--- src/rtl/ccff_bitstream_loader_if.sv ---
// Byte stream into the loader and readback byte stream out of it.
interface ccff_bitstream_loader_if;
  logic [7:0] s_data;
  logic       s_valid;
  logic       s_ready;
  logic [7:0] m_data;
  logic       m_valid;

  modport master (
    output s_data, s_valid,
    input  s_ready, m_data, m_valid
  );

  modport slave (
    input  s_data, s_valid,
    output s_ready, m_data, m_valid
  );
endinterface

--- src/rtl/ccff_bitstream_loader.sv ---
// Serializes bitstream bytes MSB-first into the configuration chain and
// reassembles the bits leaving the chain tail into readback bytes.
module ccff_bitstream_loader #(
  parameter int unsigned CHAIN_LEN = 64,
  parameter int unsigned CNT_W     = 16
) (
  input  logic                    prog_clk,
  input  logic                    prog_rst_n,
  input  logic                    start,
  input  logic                    abort,
  ccff_bitstream_loader_if.slave  stream,
  output logic                    ccff_head,
  output logic                    ccff_en,
  input  logic                    ccff_tail,
  output logic                    busy,
  output logic                    done
);
  localparam int unsigned NumBytes = (CHAIN_LEN + 7) / 8;
  localparam int unsigned Rem      = CHAIN_LEN % 8;
  localparam int unsigned PadBits  = (Rem == 0) ? 0 : 8 - Rem;
  localparam logic [CNT_W-1:0] ChainLenW = CNT_W'(CHAIN_LEN);
  localparam logic [CNT_W-1:0] NumBytesW = CNT_W'(NumBytes);

  typedef enum logic [1:0] {StIdle, StLoad, StDone} state_e;

  state_e           state_q, state_d;
  logic [CNT_W-1:0] cnt_q, cnt_d;
  logic [CNT_W-1:0] bytes_q, bytes_d;
  logic [7:0]       hold_q, hold_d;
  logic             hold_vld_q, hold_vld_d;
  logic [7:0]       sh_q, sh_d;
  logic [3:0]       sh_cnt_q, sh_cnt_d;
  logic [7:0]       tail_q, tail_d;
  logic [2:0]       tail_cnt_q, tail_cnt_d;
  logic [7:0]       m_data_q, m_data_d;
  logic             m_valid_q, m_valid_d;
  logic             head_q, head_d;
  logic             en_q, en_d;
  logic             done_q, done_d;
  logic [7:0]       tail_next;
  logic             s_ready;

  assign tail_next = {tail_q[6:0], ccff_tail};
  assign s_ready   = (state_q == StLoad) && !hold_vld_q && (bytes_q < NumBytesW);

  always_comb begin
    state_d    = state_q;
    cnt_d      = cnt_q;
    bytes_d    = bytes_q;
    hold_d     = hold_q;
    hold_vld_d = hold_vld_q;
    sh_d       = sh_q;
    sh_cnt_d   = sh_cnt_q;
    tail_d     = tail_q;
    tail_cnt_d = tail_cnt_q;
    m_data_d   = m_data_q;
    m_valid_d  = 1'b0;
    head_d     = head_q;
    en_d       = 1'b0;
    done_d     = done_q;

    unique case (state_q)
      StIdle, StDone: begin
        if (start) begin
          state_d    = StLoad;
          cnt_d      = '0;
          bytes_d    = '0;
          hold_vld_d = 1'b0;
          sh_cnt_d   = '0;
          tail_cnt_d = '0;
          done_d     = 1'b0;
        end
      end
      StLoad: begin
        if (abort) begin
          state_d    = StIdle;
          hold_vld_d = 1'b0;
          sh_cnt_d   = '0;
          tail_cnt_d = '0;
        end else begin
          // The fabric shifted on the previous enable edge; collect its tail bit.
          if (en_q) begin
            tail_d     = tail_next;
            tail_cnt_d = tail_cnt_q + 3'd1;
            if (tail_cnt_q == 3'd7) begin
              m_data_d  = tail_next;
              m_valid_d = 1'b1;
            end
          end
          if (cnt_q == ChainLenW) begin
            state_d = StDone;
            done_d  = 1'b1;
            if (Rem != 0) begin
              m_data_d  = tail_next << PadBits;
              m_valid_d = 1'b1;
            end
          end else begin
            if (sh_cnt_q != 4'd0) begin
              head_d   = sh_q[7];
              en_d     = 1'b1;
              cnt_d    = cnt_q + 1'b1;
              sh_d     = {sh_q[6:0], 1'b0};
              sh_cnt_d = sh_cnt_q - 4'd1;
            end
            // Refill in the same cycle the last bit leaves to keep 1 bit/cycle.
            if (sh_cnt_d == 4'd0 && hold_vld_q) begin
              sh_d       = hold_q;
              sh_cnt_d   = 4'd8;
              hold_vld_d = 1'b0;
            end
            if (s_ready && stream.s_valid) begin
              hold_d     = stream.s_data;
              hold_vld_d = 1'b1;
              bytes_d    = bytes_q + 1'b1;
            end
          end
        end
      end
      default: state_d = StIdle;
    endcase
  end

  always_ff @(posedge prog_clk or negedge prog_rst_n) begin
    if (!prog_rst_n) begin
      state_q    <= StIdle;
      cnt_q      <= '0;
      bytes_q    <= '0;
      hold_q     <= '0;
      hold_vld_q <= 1'b0;
      sh_q       <= '0;
      sh_cnt_q   <= '0;
      tail_q     <= '0;
      tail_cnt_q <= '0;
      m_data_q   <= '0;
      m_valid_q  <= 1'b0;
      head_q     <= 1'b0;
      en_q       <= 1'b0;
      done_q     <= 1'b0;
    end else begin
      state_q    <= state_d;
      cnt_q      <= cnt_d;
      bytes_q    <= bytes_d;
      hold_q     <= hold_d;
      hold_vld_q <= hold_vld_d;
      sh_q       <= sh_d;
      sh_cnt_q   <= sh_cnt_d;
      tail_q     <= tail_d;
      tail_cnt_q <= tail_cnt_d;
      m_data_q   <= m_data_d;
      m_valid_q  <= m_valid_d;
      head_q     <= head_d;
      en_q       <= en_d;
      done_q     <= done_d;
    end
  end

  assign stream.s_ready = s_ready;
  assign stream.m_data  = m_data_q;
  assign stream.m_valid = m_valid_q;
  assign ccff_head      = head_q;
  assign ccff_en        = en_q;
  assign busy           = (state_q == StLoad);
  assign done           = done_q;
endmodule

--- src/flat_wrapper.sv ---
// flat-port wrapper written by rule: the top's interface ports become plain ports
module ccff_bitstream_loader_flat 
#(
  parameter int unsigned CHAIN_LEN = 64,
  parameter int unsigned CNT_W     = 16
)
  (prog_clk, prog_rst_n, start, abort, ccff_head, ccff_en, ccff_tail, busy, done, stream_s_data, stream_s_valid, stream_s_ready, stream_m_data, stream_m_valid);
  ccff_bitstream_loader_if stream_i ();
  input  logic prog_clk;
  input  logic prog_rst_n;
  input  logic start;
  input  logic abort;
  output logic ccff_head;
  output logic ccff_en;
  input  logic ccff_tail;
  output logic busy;
  output logic done;
  input wire logic [$bits(stream_i.s_data)-1:0] stream_s_data;
  input wire logic [$bits(stream_i.s_valid)-1:0] stream_s_valid;
  output wire logic [$bits(stream_i.s_ready)-1:0] stream_s_ready;
  output wire logic [$bits(stream_i.m_data)-1:0] stream_m_data;
  output wire logic [$bits(stream_i.m_valid)-1:0] stream_m_valid;
  assign stream_i.s_data = stream_s_data;
  assign stream_i.s_valid = stream_s_valid;
  assign stream_s_ready = stream_i.s_ready;
  assign stream_m_data = stream_i.m_data;
  assign stream_m_valid = stream_i.m_valid;
  ccff_bitstream_loader #(.CHAIN_LEN(CHAIN_LEN), .CNT_W(CNT_W)) u_core (.prog_clk(prog_clk), .prog_rst_n(prog_rst_n), .start(start), .abort(abort), .stream(stream_i), .ccff_head(ccff_head), .ccff_en(ccff_en), .ccff_tail(ccff_tail), .busy(busy), .done(done));
endmodule
--- config.mk ---
export PLATFORM = sky130hd
export DESIGN_NAME = ccff_bitstream_loader_flat
export DESIGN_NICKNAME = d
export VERILOG_FILES = /design/src/rtl/ccff_bitstream_loader_if.sv /design/src/rtl/ccff_bitstream_loader.sv /design/src/flat_wrapper.sv
export SDC_FILE = /design/constraint.sdc
export NUM_CORES = 1
export LEC_CHECK = 0
export CORE_MARGIN = 5
export CORE_UTILIZATION = 29
export CTS_CLUSTER_DIAMETER = 40
export CTS_CLUSTER_SIZE = 25
export DETAILED_ROUTE_END_ITERATION = 10
export HOLD_SLACK_MARGIN = 0.12
export MAX_ROUTING_LAYER = met4
export PLACE_DENSITY = 0.5
export SLEW_MARGIN = 20
export SYNTH_ARGS = -nofsm -noshare
export SYNTH_HDL_FRONTEND = slang
export SYNTH_SLANG_ARGS = --single-unit
--- constraint.sdc ---
create_clock -name prog_clk -period 3.31 [get_ports prog_clk]
set_input_delay 0.993 -clock prog_clk [delete_from_list [all_inputs] [get_ports prog_clk]]
set_output_delay 0.993 -clock prog_clk [all_outputs]
set_load 0.05 [all_outputs]
* Yosys cells after proc, flatten, opt, wreduce, memory -nomap -nowiden *
Cells that the tools add are included.

word-level totals
  input bits = 14
  logic and storage cells = 103
  output and inout port bits = 14
  bits in registers = 77

operators by class
  reductions and logical operators = 23
  bitwise gates (word level) = 2
  equal/unequal tests = 14
  order comparisons = 1
  mux-type cells = 45
  $add $sub $neg = 4

operators by type and width
  kind                   count
  $mux 16                7
  $pmux 16 s2            2
  $add 16x1->16 const B  2
  $mux 4                 8
  $reduce_and 4->1       6
  $eq 16x7->1 const B    1
  $lt 16x4->1 const B    1
  $mux 8                 2
  $mux 1                 15
  $reduce_and 5->1       2
  $mux 3                 3
  $reduce_and 3->1       3
  $pmux 4 s2             1
  $mux 2                 3
  $ne 2x1->1 const B     3
  $ne 2x2->1 const B     3
  $ne 3x2->1 const B     2
  $pmux 3 s2             1
  $logic_and 1x1->1      4
  $logic_not 4->1        1
  $ne 4x2->1 const B     1
  $pmux 1 s2             2
  $pmux 2 s2             1
  $reduce_bool 2->1      2
  12 further kinds       13

* Longest topological paths before layout *
Gate-level depths: netlist of the first run.

  word-level depth = 12
  depth in mapped cells = 9
  gate-level depth less buffers = 8

* Worst setup path before layout of the first run *
Ideal clock, no wire load.

  kind = input to register
  from = input port abort
  to = register u_core.hold_q[4]
  data arrival time = 2,325 ps
  library setup time = 125 ps
  stages = 6
  setup slack = 860 ps
  path through = or3b_1 > buf_2 > a41oi_2 > nand3_2 > buf_6 > mux2_4

on the way
  longest elaborated chain between the ends = 2

RTL lines
  item                        RTL line                      RTL
  from (decl)                 flat_wrapper.sv:12            input logic abort;
  $not 1->1 (no line)         --
  $reduce_and 4->1 (no line)  --
  to (signal assigned)        ccff_bitstream_loader.sv:143  hold_q <= hold_d;
  to (decl)                   ccff_bitstream_loader.sv:29   logic [7:0] hold_q, hold_d;

No other way between the ends.
A chain may end at the register's enable or synchronous reset.

* Worst setup path in the final report of the first run *
  from = register u_core.state_q[0]
  to = output port busy

on the way
  longest elaborated chain between the ends = 1

RTL lines
  item                    RTL line                      RTL
  from (decl)             ccff_bitstream_loader.sv:26   state_e state_q, state_d;
  from (signal assigned)  ccff_bitstream_loader.sv:125  state_q <= StIdle;
  from (signal assigned)  ccff_bitstream_loader.sv:140  state_q <= state_d;
  $eq 2x1->1              ccff_bitstream_loader.sv:162  assign busy = (state_q == StLoad);
  to (decl)               flat_wrapper.sv:16            output logic busy;

No other way between the ends.

==> reports/qor.csv, run 1 <==
stage,metric,value,unit
die,die_h,119,microns
sta,setup_tns,0,ns
power,p_leak,1.95,nW
synth,syn_area,3460,sq um
sta,setup_viol_count_final,0,
job,max_cap_violations,0,
setup_path,crit_path_end_kind,primary output,
sta,slew_violations,0,
setup_path,cpPeakStageDelay,0.87,ns
setup_path,worstSetupPathType,flip-flop to primary output,
cells_and_area,design_area,4240,sq um
synth,ys.warnings.count,0,
die,die_width,119,microns
clock_tree,hold_buffers,0,
synth,synth_seq_area_share,55.7,%
setup_path,crit_arrival,1.96,ns
clock_tree,numClockSinks,77,
place,dp_hpwl,4750,microns
routing,via_per_inst,4.76,
synth,yosys.cell_types.count,40,
synth,synth_area_leaders,"dfrtp_1, mux2_2, xor2_1, nor2_1, and2_1",
clock_tree,clk_latency,0.33,ns
setup_path,crit_chain,"nor2b_1, clkdlybuf4s50_1",
synth,synth_top_area_share,55.7,%
power,fin_total_pwr,2.86,mW
grt,grt.busiest_layer,met2,
setup_path,crit_family,buffers and inverters,
sta,timing.hold.ws,0.485,ns
grt,grt_first_pass_wirelength,11800,microns
cells_and_area,fill_cells,1150,
clock_tree,clk_transition_reported_paths,0.06,ns
setup_path,startpoint_type,flip-flop,
grt,grt_usage,10.6,%
routing,drc,0,
worst_hold_path,hold_class,flip-flop to flip-flop,
grt,use_met3,2.94,%
die,core-area,11600,sq um
synth,postSynthAreaPerCell,11.4,sq um
place,place_area,3950,sq um
die,rows,39,
synth,synth.largest_area_cell,dfrtp_1,
routing,finalWirelength,6910,microns
power,power_density,676,nW/um^2
run_status,status,completed,
sta,tightest_slew,0.630,ns
cells_and_area,drive_gt1_share,17.9,%
routing,drt-initial-drc-count,169,
setup_path,cp_data_required_time,2.32,ns
synth,synthCells,304,
cells_and_area,multi_input_area,1420,sq um
cells_and_area,register_area,1930,sq um
routing,avgRoutedWirePerCell,14.1,microns
place,gp_congestion,0.755,
cells_and_area,final_nets,362,
place,port_buffers,27,
clock_tree,cts.htree.levels,3,
grt,grt_pass1_vias,2315,
setup_path,cp_max_fo,6,
cells_and_area,diodes,0,
grt,use_met1,13.9,%
die,initial_core_util,29.9,%
power,ir_drop,0.000293,V
sta,final-hold-violation-count,0,
grt,grtUsageMet2,15.8,%
sta,fin_skew,0.00585,ns
sta,max_freq,338,MHz
clock_tree,cts_tree,built,
clock_tree,cts_buffers,9,
synth,ys.flop_type,dfrtp_1,
sta,finalCriticalPeriod,2.96,ns
sta,rsz0062_at_grt,false,
sta,max_slew_margin,57.9,%
setup_path,critPathBufInv,1,
setup_path,critical_path.slowest_cell,clkdlybuf4s50_1,
routing,final_antenna_net_count,0,
sta,fin_crit_sh,89.3,%
routing,firstDrtPassIters,4,
grt,grt_overflow,0,
die,pin_count,28,
clock_tree,clock_path_buffers,2,
synth,synth_edf_count,0,
synth,synth_fp_nets,324,
grt,grt_max_degree,43,
cells_and_area,syn2layout_area_growth,22.6,%
synth,ys_ff_latch,77,
grt,grt_antenna_before_repair,0,
die,die_area,14200,sq um
synth,ys_async_sr_fraction,100,%
routing,vias,2330,
clock_tree,cts_root_buf,clkbuf_16,
[synthesized netlist by cell type, types with 2 or more instances]
cell type	n
dfrtp_1	77
nor2_1	24
mux2_2	20
nand2_1	16
and2_1	13
nand3_1	13
inv_1	12
nand4_1	12
o21ai_0	11
xor2_1	11
a2bb2oi_1	7
clkbuf_1	7
mux2i_1	7
a21oi_1	6
ha_1	6
or2_2	6
buf_2	5
nor3_1	5
nor4_1	5
mux2_4	4
nor2b_1	4
xnor2_1	4
and3_1	3
nor3b_1	3
nor4b_1	3
a22o_1	2
and4_1	2
nand4b_1	2
o22ai_1	2
or3_1	2
[logic make-up after synthesis]
group                    after synthesis  share of synthesized area [%]
multiplexers                          31                           10.3
buffers and inverters                 25                           3.11
AND/OR/NAND/NOR                      116                           18.2
flip-flops                            77                           55.7
adder cells (fa/ha/maj)                6                           2.17
AO/OA/AOI/OAI                         34                           6.66
XOR/XNOR                              15                           3.80
[final timing paths]
check / startpoint / endpoint / slack, ns / depth (start not counted)
setup / recovery: u_core.state_q[0]$_DFFE_PN0P_ / busy / 0.35 / 2
max in group asynchronous: prog_rst_n / u_core.hold_q[5]$_DFFE_PN0P_ / 2.11 / 2
min in group asynchronous: prog_rst_n / u_core.cnt_q[10]$_DFFE_PN0P_ / 0.62 / 1
hold reg to reg: u_core.bytes_q[12]$_DFFE_PN0P_ / u_core.bytes_q[12]$_DFFE_PN0P_ / 0.48 / 1
hold / removal: u_core.bytes_q[12]$_DFFE_PN0P_ / u_core.bytes_q[12]$_DFFE_PN0P_ / 0.48 / 1
setup reg to reg: u_core.sh_cnt_q[0]$_DFFE_PN0P_ / u_core.cnt_q[15]$_DFFE_PN0P_ / 1.17 / 8
[stage by stage]
step | setup slack [ns] | instances | util (%)
finish | 0.354 | 490 | 36.6
floorplan | 0.860 | 304 | -
global placement | 0.366 | 474 | 34.2
global route | 0.256 | 490 | 36.6
CTS | 0.0246 | 490 | 36.6
detailed placement | 0.339 | 474 | 34.2
[state kept, by name, indices dropped and copies added (netlist names)]
register               count
u_core.ccff_en             1
u_core.tail_cnt_q          3
u_core.done                1
u_core.sh_cnt_q            4
u_core.tail_q              7
u_core.bytes_q            16
u_core.stream.m_data       8
u_core.stream.m_valid      1
u_core.sh_q                8
u_core.ccff_head           1
u_core.cnt_q              16
u_core.hold_vld_q          1
u_core.state_q             2
u_core.hold_q              8
[what timing repair did]
| item | 4_1_cts | 5_1_grt |
|---|---|---|
| setup buffers | 0 | 0 |
| resized for setup | 0 | 1 |
| endpoints found under the setup margin | 0 | 1 |
[final cells by class]
class / count / share of cell area (%)
repair buffers: 40 / 8.98
clock buffers: 9 / 5.31
multi-input cells: 202 / 33.6
flip-flops and latches: 77 / 45.5
well taps: 143 / 4.22
clock inverters: 7 / 1.39
inverters: 12 / 1.06
[power breakdown]
part	switching [mW]	total (mW)	internal [mW]
combinational	0.378	0.720	0.342
sequential	0.119	1.22	1.10
clock	0.411	0.928	0.518
[metal layers]
layer | vias up | routed length (microns)
met5 | - | 0
met4 | 0 | 109
met3 | 10 | 209
met2 | 34 | 3230
met1 | 1133 | 3360
li1 | 1153 | -
[cells in the final DEF (no fill, tap or decap), types with 9 or more instances in the layout]
| master | instances |
|---|---|
| xor2_1 | 11 |
| nor2_1 | 24 |
| o21ai_0 | 11 |
| inv_1 | 12 |
| nand3_1 | 13 |
| mux2_2 | 20 |
| clkbuf_16 | 9 |
| and2_1 | 13 |
| nand4_1 | 12 |
| clkdlybuf4s50_1 | 25 |
| nand2_1 | 16 |
| dfrtp_1 | 77 |
| buf_4 | 13 |
No activity file was read; power rests on OpenSTA's default activity.
==> inputs of run 2 (changes only) <==
- clock period: 3.31 -> 3.3 ns (I/O delays scaled with it)
==> reports/qor.csv, run 2 (synthesized netlist as in run 1, its figures left out) <==
stage,metric,value,unit
sta,fin_skew,0.00851,ns
power,p_leak,1.98,nW
setup_path,crit_path_end_kind,primary output,
clock_tree,cts_root_buf,clkbuf_16,
cells_and_area,final_common_cell,dfrtp_1,
power,fin_total_pwr,3.02,mW
grt,grt_antenna_before_repair,0,
cells_and_area,multi_input_area,1420,sq um
power,ir_drop,0.000291,V
place,gp_congestion,0.756,
grt,grt_max_degree,43,
cells_and_area,syn2layout_area_growth,24.0,%
setup_path,cpPeakStageDelay,0.87,ns
place,post-place-ws,0.339,ns
sta,setup_viol_count_final,0,
grt,grt_first_pass_wirelength,11700,microns
power,p_int,2.13,mW
die,core-area,11600,sq um
routing,finalWirelength,6930,microns
sta,setup_tns,0,ns
job,max_cap_violations,0,
sta,fin_crit_sh,88.2,%
clock_tree,clock_path_buffers,2,
setup_path,cp_max_fo,6,
setup_path,critical_path.slowest_cell,clkdlybuf4s50_1,
die,initial_core_util,29.9,%
routing,final_antenna_net_count,0,
cells_and_area,diodes,0,
die,pin_count,28,
clock_tree,numClockSinks,77,
sta,max_freq,343,MHz
sta,worst_slack,0.388,ns
cells_and_area,final_cell_mix,"dfrtp_1, clkdlybuf4s50_1, nor2_1",
power,p_sw,0.887,mW
cells_and_area,final_nets,362,
sta,slew_violations,0,
cells_and_area,fill_cells,1132,
cells_and_area,top_regs,"u_core.bytes_q: 16 flops, u_core.cnt_q: 16 flops",
power,power_density,704,nW/um^2
routing,avgRoutedWirePerCell,14.1,microns
die,die_width,119,microns
setup_path,cp_data_required_time,2.31,ns
power,power.share.clock,35.7,%
clock_tree,cts.htree.levels,3,
die,rows,39,
power,p_comb_share,23.9,%
setup_path,r2r_slack,1.10,ns
grt,grt_usage,10.5,%
place,dp_hpwl,4780,microns
sta,rsz0062_at_grt,false,
grt,grt_pass1_vias,2332,
routing,via_per_inst,4.76,
cells_and_area,register_area,1930,sq um
sta,max_slew_margin,53.1,%
routing,drc,0,
setup_path,worstSetupPathType,flip-flop to primary output,
clock_tree,clk_transition_reported_paths,0.06,ns
die,die_area,14200,sq um
place,port_buffers,27,
die,die_h,119,microns
grt,grt_overflow,0,
routing,firstDrtPassIters,4,
sta,finalCriticalPeriod,2.91,ns
power,seqPwrFrac,40.4,%
setup_path,crit_arrival,1.92,ns
power,p_sw_share,29.4,%
clock_tree,clk_latency,0.33,ns
cells_and_area,final_cells,490,
setup_path,startpoint_type,flip-flop,
routing,drt-initial-drc-count,128,
setup_path,crit_chain,"nor2b_1, clkdlybuf4s50_1",
sta,final-hold-violation-count,0,
worst_hold_path,hold_class,flip-flop to flip-flop,
cells_and_area,drive_gt1_share,17.9,%
sta,tightest_slew,0.703,ns
place,placed_cells,474,
run_status,status,completed,
clock_tree,cts_tree,built,
clock_tree,cts_buffers,9,
routing,vias,2333,
run 2: cell count changes in the layout (fill, tap and decap cells not counted):
cell,delta
clkinv_2,-1
inv_8,-1
bufinv_16,+2
clkbuf_8,+1
clkinvlp_4,-1
run 2: what timing repair did:
action / in CTS / in global routing
resized for setup: 0 / 1
setup buffers: 0 / 0
hold buffers: 0 / 0
endpoints found under the setup margin: 0 / 1
run 2: final timing paths:
path                                                 from                              to  depth (start not counted)
hold / removal             u_core.bytes_q[14]$_DFFE_PN0P_  u_core.bytes_q[14]$_DFFE_PN0P_                          1
hold reg to reg            u_core.bytes_q[14]$_DFFE_PN0P_  u_core.bytes_q[14]$_DFFE_PN0P_                          1
setup / recovery            u_core.state_q[0]$_DFFE_PN0P_                            busy                          2
max in group asynchronous                      prog_rst_n      u_core.sh_q[3]$_DFFE_PN0P_                          2
min in group asynchronous                      prog_rst_n    u_core.cnt_q[10]$_DFFE_PN0P_                          1
setup reg to reg           u_core.sh_cnt_q[0]$_DFFE_PN0P_    u_core.cnt_q[11]$_DFFE_PN0P_                          8
run 2: metal layers:
| metal | up-vias | GRT usage [%] | share of wire (%) |
|---|---|---|---|
| li1 | 1150 | - | - |
| met1 | 1147 | 13.8 | 49 |
| met2 | 28 | 15.5 | 47 |
| met3 | 8 | 2.46 | 2.9 |
| met4 | 0 | 4.56 | 1.5 |
| met5 | - | - | 0 |
run 2: power by group through the flow:
stage | Combinational, mW | Clock (mW) | Sequential (mW)
detailed placement | 0.726 | 0 | 1.24
finish | 0.721 | 1.08 | 1.22
CTS | 0.731 | 1.12 | 1.22
global placement | 0.719 | 0 | 1.23
global route | 0.799 | 1.16 | 1.24
floorplan | 0.500 | 0 | 1.22
run 2: worst max-delay path, delay by kind of cell, from the launching register on:
| family | cells | cell delay (ns) |
|---|---|---|
| buffers and inverters | 1 | 0.87 |
| DFF | 1 | 0.40 |
| and+or+nand+nor | 1 | 0.33 |
run 2: layout make-up:
cell class	instances	area share (%)
clock buffers	10	5.57
clock inverters	6	2.22
inverters	12	1.05
multi-input cells	202	33.2
flip-flops and latches	77	44.9
well taps	143	4.17
repair buffers	40	8.87
run 2: per-stage QoR:
| step | util [%] | cell area, sq um | hold WS, ns |
|---|---|---|---|
| detailed placement | 34.2 | 3950 | 0.471 |
| CTS | 37.1 | 4290 | 0.491 |
| global placement | 34.2 | 3950 | 0.469 |
| finish | 37.1 | 4290 | 0.483 |
| global route | 37.1 | 4290 | 0.498 |
| floorplan | - | 3460 | 0.440 |
==> inputs of run 3 (changes only) <==
- TNS_END_PERCENT: not set -> 50
==> results of run 3 <==
Same layout as run 2: the final DEF is identical, and so are final timing and power.
